**config.mk**
```make
export PLATFORM = sky130hd
export DESIGN_NAME = sdram_frame_writer
export DESIGN_NICKNAME = d
export VERILOG_FILES = /design/src/rtl/sdram_frame_writer.sv
export SDC_FILE = /design/constraint.sdc
export NUM_CORES = 1
export LEC_CHECK = 0
export BUFFER_PORTS_ARGS = -buffer_cell sky130_fd_sc_hd__clkbuf_2
export CAP_MARGIN = 20
export CORE_UTILIZATION = 25
export CTS_CLUSTER_DIAMETER = 80
export DETAILED_ROUTE_END_ITERATION = 8
export SYNTH_ARGS = -nofsm -noshare
export SYNTH_HDL_FRONTEND = slang
export SYNTH_SLANG_ARGS = --single-unit
```
**constraint.sdc**
```tcl
create_clock -name CLK -period 4.8 [get_ports CLK]
set_input_delay 1.44 -clock CLK [delete_from_list [all_inputs] [get_ports CLK]]
set_output_delay 1.44 -clock CLK [all_outputs]
set_load 0.03 [all_outputs]
```
**src/rtl/sdram_frame_writer.sv**
```systemverilog
// rtl/sdram_frame_writer.sv - packs 8-bit camera pixels into 16-bit words for SDRAM write port 1
module sdram_frame_writer #(
    parameter int ASIZE       = 23,
    parameter int IMG_WIDTH   = 640,
    parameter int IMG_HEIGHT  = 480,
    parameter int BASE_ADDR   = 0,
    parameter int LOAD_CYCLES = 4
) (
    input  logic             CLK,
    input  logic             RESET,
    input  logic             iENABLE,
    input  logic             iFVAL,
    input  logic             iLVAL,
    input  logic [7:0]       iPIX,
    input  logic             iWR_FULL,
    output logic [15:0]      oWR_DATA,
    output logic             oWR,
    output logic             oWR_LOAD,
    output logic [ASIZE-1:0] oWR_ADDR,
    output logic [ASIZE-1:0] oWR_MAX_ADDR,
    output logic             oBUSY,
    output logic             oFRAME_DONE,
    output logic [15:0]      oFRAME_CNT,
    output logic             oOVERFLOW,
    output logic             oSIZE_ERR
);

    localparam int LW = (LOAD_CYCLES < 2) ? 1 : $clog2(LOAD_CYCLES + 1);
    localparam logic [ASIZE-1:0] START_ADDR = ASIZE'(BASE_ADDR);
    localparam logic [ASIZE-1:0] END_ADDR   =
        ASIZE'(BASE_ADDR + ((IMG_WIDTH + 1) / 2) * IMG_HEIGHT);

    typedef enum logic [1:0] {S_IDLE, S_LOAD, S_CAPTURE, S_DONE} state_t;

    state_t          r_state;
    state_t          w_next;

    logic            r_fval_d;
    logic            r_lval_d;
    logic [LW-1:0]   r_load_cnt;
    logic [15:0]     r_x_cnt;
    logic [15:0]     r_y_cnt;
    logic [7:0]      r_hold;
    logic            r_half;
    logic            r_wr;
    logic [15:0]     r_wr_data;
    logic            r_wr_load;
    logic            r_busy;
    logic            r_frame_done;
    logic [15:0]     r_frame_cnt;
    logic            r_overflow;
    logic            r_size_err;

    logic            w_rise;
    logic            w_pix;
    logic            w_line_end;
    logic            w_load_last;
    logic [15:0]     w_y_eff;
    logic            w_word_rdy;
    logic [15:0]     w_word;

    assign w_rise      = iFVAL & ~r_fval_d;
    assign w_pix       = iFVAL & iLVAL;
    assign w_line_end  = r_lval_d & ~iLVAL;
    assign w_load_last = (r_load_cnt == LW'(LOAD_CYCLES - 1));
    // Line count as it will be after a line ending in this same cycle.
    assign w_y_eff     = r_y_cnt + {15'd0, w_line_end};

    always_ff @(posedge CLK) begin
        if (RESET) begin
            r_state <= S_IDLE;
        end else begin
            r_state <= w_next;
        end
    end

    always_comb begin
        w_next = r_state;
        case (r_state)
            S_IDLE:    if (w_rise && iENABLE) w_next = S_LOAD;
            S_LOAD:    if (w_load_last) w_next = S_CAPTURE;
            S_CAPTURE: if (!iFVAL) w_next = S_DONE;
            S_DONE:    w_next = S_IDLE;
            default:   w_next = S_IDLE;
        endcase
    end

    // A word completes either on the odd pixel of a pair or as a padded flush at line end.
    always_comb begin
        w_word_rdy = 1'b0;
        w_word     = 16'h0000;
        if (r_state == S_CAPTURE && r_half) begin
            if (w_pix) begin
                w_word_rdy = 1'b1;
                w_word     = {r_hold, iPIX};
            end else if (w_line_end) begin
                w_word_rdy = 1'b1;
                w_word     = {r_hold, 8'h00};
            end
        end
    end

    always_ff @(posedge CLK) begin
        if (RESET) begin
            r_fval_d     <= 1'b1;
            r_lval_d     <= 1'b0;
            r_load_cnt   <= '0;
            r_x_cnt      <= 16'd0;
            r_y_cnt      <= 16'd0;
            r_hold       <= 8'h00;
            r_half       <= 1'b0;
            r_wr         <= 1'b0;
            r_wr_data    <= 16'h0000;
            r_wr_load    <= 1'b0;
            r_busy       <= 1'b0;
            r_frame_done <= 1'b0;
            r_frame_cnt  <= 16'd0;
            r_overflow   <= 1'b0;
            r_size_err   <= 1'b0;
        end else begin
            r_fval_d     <= iFVAL;
            r_lval_d     <= iLVAL;
            r_wr         <= 1'b0;
            r_wr_load    <= (w_next == S_LOAD);
            r_busy       <= (w_next == S_LOAD) || (w_next == S_CAPTURE);
            r_frame_done <= (w_next == S_DONE);

            if (w_word_rdy) begin
                if (iWR_FULL) begin
                    r_overflow <= 1'b1;
                end else begin
                    r_wr      <= 1'b1;
                    r_wr_data <= w_word;
                end
            end

            case (r_state)
                S_IDLE: begin
                    if (w_rise && iENABLE) begin
                        r_overflow <= 1'b0;
                        r_size_err <= 1'b0;
                        r_x_cnt    <= 16'd0;
                        r_y_cnt    <= 16'd0;
                        r_half     <= 1'b0;
                        r_load_cnt <= '0;
                    end
                end
                S_LOAD: begin
                    r_load_cnt <= r_load_cnt + 1'b1;
                    if (w_pix) r_size_err <= 1'b1;
                end
                S_CAPTURE: begin
                    if (w_pix) begin
                        r_x_cnt <= r_x_cnt + 16'd1;
                        if (!r_half) begin
                            r_hold <= iPIX;
                            r_half <= 1'b1;
                        end else begin
                            r_half <= 1'b0;
                        end
                    end
                    if (w_line_end) begin
                        r_half  <= 1'b0;
                        r_x_cnt <= 16'd0;
                        r_y_cnt <= r_y_cnt + 16'd1;
                        if (r_x_cnt != 16'(IMG_WIDTH)) r_size_err <= 1'b1;
                    end
                    if (!iFVAL) begin
                        r_frame_cnt <= r_frame_cnt + 16'd1;
                        if (w_y_eff != 16'(IMG_HEIGHT)) r_size_err <= 1'b1;
                    end
                end
                default: ;
            endcase
        end
    end

    assign oWR_DATA     = r_wr_data;
    assign oWR          = r_wr;
    assign oWR_LOAD     = r_wr_load;
    assign oWR_ADDR     = START_ADDR;
    assign oWR_MAX_ADDR = END_ADDR;
    assign oBUSY        = r_busy;
    assign oFRAME_DONE  = r_frame_done;
    assign oFRAME_CNT   = r_frame_cnt;
    assign oOVERFLOW    = r_overflow;
    assign oSIZE_ERR    = r_size_err;

endmodule
```
==> Word level (Yosys, flattened, before mapping) <==
Index checks and enable logic that the tools add are counted.
{ "op_classes": {"n_addsub": 5, "n_eq_ne": 13, "mux": 34, "bitwise": 9, "n_reduce_logical": 15} }
{ "op_table": {"columns": ["cell", "count"], "rows": [
  ["two-way mux 16 bit", 7],
  ["case mux 16 bit (2 select lines)", 2],
  ["adder 16 x 1 -> 16 bit (second input constant)", 3],
  ["two-way mux 1 bit", 17],
  ["adder 16 x 1 -> 16 bit", 1],
  ["inequality test 16 x 10 -> 1 bit (second input constant)", 1],
  ["inequality test 16 x 9 -> 1 bit (second input constant)", 1],
  ["AND reduction 3 bit", 4],
  ["equality test 2 bit (second input constant)", 4],
  ["case mux 2 bit (4 select lines)", 1],
  ["two-way mux 2 bit", 3],
  ["inequality test 2 bit (second input constant)", 3],
  ["NOT 1 bit", 6],
  ["case mux 3 bit (2 select lines)", 1],
  ["AND reduction 2 bit", 3],
  ["equality test 2 x 1 -> 1 bit (second input constant)", 2],
  ["nonzero test 2 bit", 2],
  ["adder 3 x 1 -> 3 bit (second input constant)", 1],
  ["bitwise AND 1 bit", 3],
  ["equality test 3 x 2 -> 1 bit (second input constant)", 1],
  ["two-way mux 3 bit", 1],
  ["inequality test 3 bit (second input constant)", 1],
  ["case mux 1 bit (3 select lines)", 1],
  ["nonzero test 3 bit", 1],
  ["other kinds (5)", 6]
]} }
{ "totals": {"regBits": 86, "in_bits": 14, "elab_cells": 92} }

==> Depth between registers and ports, before layout <==
Gate-level depths: netlist of run 1.
{ "logic_depth": {"ltp_word": 8, "depth_mapped": 11, "mapped_depth_nobuf": 9} }

==> Worst setup path after synthesis of run 1 <==
Ideal clock, no wire load.
{ "synth_path": {"path_kind": "in2reg", "start": "input port iLVAL", "end": "register r_size_err, in the netlist oSIZE_ERR", "setup_time_ns": 0.132, "t_arrival_ns": 2.967, "required_time_ns": 4.668, "path_slack_ns": 1.701, "stages": 9, "cell_sequence": "nand2b_1 inv_1 ha_1 ha_1 nor4bb_1 and3_1 o311ai_0 a2111oi_0 a31oi_1"} }
{ "synth_between": {"elab_chain_len": 7} }
{ "synth_lines": {"columns": ["element", "line", "source"], "rows": [
  ["from (decl)", "13", "input logic iLVAL,"],
  ["NOT 1 bit", "64", "assign w_line_end = r_lval_d & ~iLVAL;"],
  ["bitwise AND 1 bit", "64", null],
  ["adder 16 x 1 -> 16 bit", "67", "assign w_y_eff = r_y_cnt + {15'd0, w_line_end};"],
  ["inequality test 16 x 9 -> 1 bit", "170", "if (w_y_eff != 16'(IMG_HEIGHT)) r_size_err <= 1'b1;"],
  ["two-way mux 1 bit", "170", null],
  ["two-way mux 1 bit", "168", "if (!iFVAL) begin"],
  ["case mux 1 bit (3 select lines)", "137", "case (r_state)"],
  ["to (signal assigned)", "141", "r_size_err <= 1'b0;"],
  ["to (signal assigned)", "166", "if (r_x_cnt != 16'(IMG_WIDTH)) r_size_err <= 1'b1;"],
  ["to (signal assigned)", "170", null],
  ["to (decl)", "52", "logic r_size_err;"]
]} }
Several ways; a longest one is shown, not always the timed one.
A chain may end at the register's enable or synchronous reset.

==> Worst setup path in the final report of run 1 <==
Ends and elaborated chain as after synthesis.

==> results of run 1 <==
kinds of logic after synthesis:
group / Yosys count
and+or+nand+nor: 222
DFF: 86
buffers and inverters: 84
AOI/OAI and AO/OA: 75
xor gates and xnor gates: 39
adders and majority gates: 13
muxes: 4
other: 2
registers in the layout (all words and copies together) (netlist names), 2 cells and up:
signal      flops
oFRAME_CNT     16
oWR_DATA       16
r_x_cnt        16
r_y_cnt        16
r_hold          8
r_load_cnt      3
r_state         2
per-layer routing:
layer / wire length [um] / track usage [%] / share of wire, % / vias to the layer above
met1: 4470 / 13.6 / 49 / 1632
li1: - / - / - / 1802
met3: 236 / 1.97 / 2.6 / 7
met4: 130 / 4.68 / 1.4 / 0
met2: 4200 / 15.9 / 47 / 57
met5: 0 / 0 / 0 / -
cell usage in the layout, fill, tap and decap left out, types with 4 or more instances in the layout:
cell type,n
a22o_1,7
buf_4,4
and2_1,4
nor2_1,53
or3_1,11
nand3b_1,4
nand4_1,19
a21oi_1,36
clkbuf_16,9
nand2b_1,5
and4_1,5
xor2_1,25
dfxtp_1,86
conb_1,46
nand3_1,20
o21ai_0,11
and3_1,7
nor3_1,15
nor2b_1,6
nand2_1,58
xnor2_1,14
ha_1,13
inv_1,16
clkbuf_2,51
through the flow:
stage,std cells,cell area [sq um],utilization [%]
global placement,780,4660,27.2
CTS,796,4940,28.7
finish,797,4940,28.8
global route,797,4940,28.8
detailed placement,780,4660,27.2
floorplan,569,4550,-
power groups by stage:
stage / clock network, mW / registers, mW / logic [mW]
6_report: 0.647 / 0.716 / 0.0914
5_1_grt: 0.695 / 0.716 / 0.0989
4_1_cts: 0.666 / 0.716 / 0.0907
3_5_place_dp: 0 / 0.732 / 0.0906
3_3_place_gp: 0 / 0.732 / 0.0899
2_1_floorplan: 0 / 0.733 / 0.102
area by class of cell:
type                            count  area [sq um]
Inverter                           16          60.1
Clock buffer                        9           225
Fill cell                        1861         12200
Multi-Input combinational cell    399          2320
Timing Repair Buffer               55           285
Sequential cell                    86          1720
Clock inverter                      7          47.5
Tap cell                          225           282
critical path: stages:
cell and delay [ps]:
clkbuf_2 170, nand2b_1 240, inv_1 70, ha_1 210, ha_1 270, nor4bb_1 280
and3_1 200, o311ai_0 120, a2111oi_0 310, a31oi_1 130
worst min path at each step:
| stage | cells past startpoint | from | endpoint | slack (ps) |
|---|---|---|---|---|
| after floorplan | 2 | r_hold[0] | oWR_DATA[8] | 430 |
| after global placement | 2 | r_hold[6] | oWR_DATA[14] | 440 |
| after detailed placement | 2 | r_hold[6] | oWR_DATA[14] | 440 |
| after CTS | 2 | r_hold[6] | oWR_DATA[14] | 450 |
| after global routing | 2 | r_hold[3] | r_hold[3] | 470 |
| final | 2 | r_hold[5] | oWR_DATA[13] | 450 |
==> flow_summary_export.csv, run 1 <==
group,metric,value,unit
status,status,"finished, final reports clean",
placed_design,port_buffers,51,
placed_design,finalWeightedCongestion,0.789,
die,ios,98,
critical_path,crit_type,"in2reg",
critical_path,worstPathMaxFanout,7,
placed_design,pre_cts_slack,1260,ps
synthesis,seq_area_frac_synth,39.3,%
critical_path,r2r_cells,7,
synthesis,synth_edf_count,0,
pwr,p_switching,0.375,mW
routing,vias,3498,
routing,first_pass_iters,4,
finish,n_antenna_cell,0,
global_routing,track_usage,10.2,%
synthesis,synthMuxAreaShare,0.971,%
synthesis,synth-xor-area-share,7.80,%
finish,fin_nets,594,
pwr,switching_share,25.8,%
timing,rsz0062_at_grt,"no",
critical_path,r2r-start,"r_state[0]",
pwr,p_comb_share,6.3,%
timing,setup_ws,1570,ps
synthesis,synth_compound_area_share,10.8,%
synthesis,netlist_area,4380,sq um
clock_tree,cts_hold_buffers,0,
synthesis,synthSimpleGateAreaFrac,25.8,%
critical_path,arrival,3450,ps
synthesis,yosys_warnings,0,
die,die_area,18100,sq um
timing,maxClockFrequency,309,MHz
critical_path,critPathLaunchType,"input port",
timing,slew_headroom,38.5,%
pwr,power.leakage,1.88,nW
global_routing,grt.overflow.total,0,
synthesis,synth.area.top_cells,"dfxtp_1 (39%), buf_4 (8.2%), xor2_1 (5.0%), nand2_1 (5.0%), nor2_1 (4.5%)",
placed_design,place_hpwl,6250,um
synthesis,synth_top_family_by_area,"simple AND/OR/NAND/NOR gates",
critical_path,reg2reg_to,"oFRAME_CNT[15]",
finish,area_growth,12.9,%
clock_tree,cts_tree,"done",
routing,wl_per_cell,11.3,um
global_routing,antenna_found_initial,0,
synthesis,ys_ff_latch,86,
die,die_h,134,um
timing,post-route-min-period,3230,ps
pwr,peakVddDrop,0.194,mV
die,die_w,134,um
timing,worst_hold_slack,453,ps
synthesis,netlist.area_leader.share,39.3,%
critical_path,worstSetupEndpoint,"oSIZE_ERR",
routing,ant_nets,0,
finish,drive_gt1_share,14.2,%
routing,routed_via_density,4.39,
pwr,p_int,1.08,mW
clock_tree,insertion_delay,340,ps
critical_path,ff2ff_setup_slack,2100,ps
routing,totalWireLength,9040,um
timing,period_share,67.4,%
pwr,total_power,1.45,mW
pwr,p_per_area,294,nW/um^2
synthesis,synth_top_area_cell,"dfxtp_1",
clock_tree,post_cts_resized,0,
run,cap_violations,0,
global_routing,grt_pass1_wl,14900,um
routing,drt_iter0_drc,265,
synthesis,synth_ff_type,"dfxtp_1",
timing,finalSetupViolCount,0,
synthesis,yosys.area_share.adder,3.71,%
die,core,17200,sq um
clock_tree,cts_setup_buffers,0,
pwr,clkPwrFrac,44.5,%
critical_path,cp-end-kind,"flip-flop",
critical_path,crit_start,"iLVAL",
global_routing,first_global_vias,3055,
global_routing,grt_max_degree,44,
pwr,p_seq_share,49.2,%
synthesis,synth_common_cells,"dfxtp_1 (86), nand2_1 (58), nor2_1 (53), buf_4 (48), a21oi_1 (36)",
synthesis,async_flop_share,0,%
routing,drc_errors,0,
timing,skew,4.12,ps
die,start_util,25.5,%
synthesis,avgSynthCellArea,8.34,sq um
clock_tree,root_buffer,"clkbuf_16",
timing,tightest_slew,922,ps
timing,hold_violations,0,
synthesis,yosysMostFrequentCell,"dfxtp_1",
synthesis,synth_cells,525,
clock_tree,clkSlewWorstSetupHoldPaths,60,ps
critical_path,worstPathRequired,5010,ps
min_path,hold_path_class,"reg2reg",
clock_tree,numCtsBuffers,9,
timing,drv_slew,0,
timing,setup-tns-final,0,ps
synthesis,post_synth_num_cell_types,51,
die,rows,48,
clock_tree,clockBufferDepth,2,
clock_tree,h-tree-depth,3,
clock_tree,numClockSinks,86,
(Power assumes the default switching activity.)
==> run 2: changes to the inputs <==
==> constraint.sdc (replaced) <==
create_clock -name CLK -period 3.1 [get_ports CLK]
set_input_delay 0.93 -clock CLK [delete_from_list [all_inputs] [get_ports CLK]]
set_output_delay 0.93 -clock CLK [all_outputs]
set_load 0.03 [all_outputs]
==> flow_summary_export.csv, run 2 (same netlist as run 1, synthesis figures left out) <==
group,metric,value,unit
clock_tree,post_cts_resized,0,
finish,fin_nets,601,
clock_tree,cts_hold_buffers,0,
pwr,clkPwrFrac,51.0,%
pwr,p_per_area,503,nW/um^2
global_routing,grt_max_degree,34,
min_path,hold_end,"oWR_DATA[15]",
routing,totalWireLength,9050,um
finish,design_area,5090,sq um
critical_path,worstPathMaxFanout,3,
status,status,"finished, final reports clean",
routing,ant_nets,0,
global_routing,grt.overflow.total,0,
critical_path,arrival,2740,ps
critical_path,cp-end-kind,"flip-flop",
min_path,whs_path_depth,2,
timing,setup-tns-final,0,ps
routing,drt_iter0_drc,225,
clock_tree,numCtsBuffers,9,
pwr,p_comb_share,5.6,%
finish,area_growth,16.1,%
placed_design,post_dp_cell_area,4720,sq um
min_path,hold_path_class,"reg2reg",
die,die_h,134,um
timing,maxClockFrequency,396,MHz
placed_design,pre_cts_slack,257,ps
critical_path,critPathLaunchType,"input port",
global_routing,track_usage,10.3,%
critical_path,crit_start,"iLVAL",
die,die_w,134,um
routing,first_pass_iters,4,
placed_design,port_buffers,51,
pwr,total_power,2.56,mW
timing,drv_slew,0,
routing,vias,3501,
die,die_area,18100,sq um
routing,drc_errors,0,
pwr,power.leakage,1.96,nW
timing,setup_ws,577,ps
placed_design,place_hpwl,6420,um
clock_tree,cts_tree,"done",
timing,hold_violations,0,
critical_path,reg2reg_to,"oFRAME_CNT[15]",
clock_tree,clkSlewWorstSetupHoldPaths,60,ps
critical_path,crit_type,"in2reg",
pwr,p_switching,0.560,mW
critical_path,ff2ff_setup_slack,640,ps
die,rows,48,
pwr,p_seq_share,43.4,%
global_routing,first_global_vias,3035,
global_routing,grt_pass1_wl,14900,um
die,ios,98,
timing,tightest_slew,679,ps
finish,final_cell_mix,"dfxtp_1 (86), nand2_1 (58), nor2_1 (53), clkbuf_2 (51), conb_1 (46)",
die,start_util,25.5,%
placed_design,finalWeightedCongestion,0.775,
clock_tree,insertion_delay,350,ps
run,cap_violations,0,
timing,skew,7.53,ps
timing,post-route-min-period,2520,ps
routing,wl_per_cell,11.3,um
clock_tree,numClockSinks,86,
pwr,p_int,2.00,mW
timing,slew_headroom,54.6,%
timing,rsz0062_at_grt,"no",
finish,final_util,29.6,%
pwr,switching_share,21.9,%
clock_tree,clockBufferDepth,2,
clock_tree,root_buffer,"clkbuf_16",
finish,final_common_cell,"dfxtp_1",
finish,drive_gt1_share,15.0,%
critical_path,worstPathRequired,3320,ps
critical_path,r2r_cells,8,
timing,finalSetupViolCount,0,
finish,n_antenna_cell,0,
min_path,min_from,"r_hold[7]",
clock_tree,cts_setup_buffers,0,
timing,period_share,81.4,%
global_routing,antenna_found_initial,0,
routing,routed_via_density,4.35,
pwr,peakVddDrop,0.300,mV
critical_path,r2r-start,"r_state[0]",
clock_tree,h-tree-depth,3,
die,core,17200,sq um
[run 2: cell count changes in the layout (fill, tap and decap cells not counted), sizes merged]
cell and delta:
clkbuf +1, inv -2, bufinv +4, clkinv -1, buf +7, clkinvlp -2
[run 2: cell type report]
| class | instances | area (sq um) |
|---|---|---|
| repair buffers | 62 | 338 |
| well taps | 225 | 282 |
| multi-input cells | 399 | 2320 |
| inverters | 16 | 60.1 |
| clock inverters | 6 | 134 |
| fillers | 1851 | 12100 |
| flip-flops and latches | 86 | 1720 |
| clock buffers | 10 | 229 |
[run 2: per-stage QoR]
stage               cells  hold slack, ps
global placement      788             440
global route          804             470
detailed placement    788             446
CTS                   804             456
floorplan             569             432
finish                804             455
[run 2: worst max-delay path, stage by stage]
cell and delay, ps:
clkbuf_2 100, nand2b_1 130, inv_1 50, ha_1 200
ha_1 270, nor4bb_1 280, and3_1 190, o311ai_0 120
a2111oi_0 330, a31oi_1 130
[run 2: power groups by stage]
stage / Clock [mW] / Sequential [mW] / Combinational (mW)
after floorplan: 0 / 1.14 / 0.159
after global placement: 0 / 1.13 / 0.144
after detailed placement: 0 / 1.13 / 0.143
after CTS: 1.33 / 1.11 / 0.144
after global routing: 1.37 / 1.11 / 0.156
final: 1.31 / 1.11 / 0.144
[run 2: how the worst max path moves through the flow]
stage / to / slack, ps / cells past startpoint
5_1_grt: oSIZE_ERR / 360 / 10
2_1_floorplan: oSIZE_ERR / 510 / 9
3_5_place_dp: oSIZE_ERR / 260 / 10
4_1_cts: oSIZE_ERR / 600 / 10
6_report: oSIZE_ERR / 580 / 10
3_3_place_gp: oSIZE_ERR / 290 / 10
[run 2: per-layer routing]
metal  up-vias  wire (um)  share of wire, %  track usage [%]
met2        55       4220                47             16.1
met3         5        283               3.1             2.99
met1      1635       4430                49             13.4
met4         0        127               1.4             3.93
li1       1806          -                 -                -
met5         -          0                 0                0
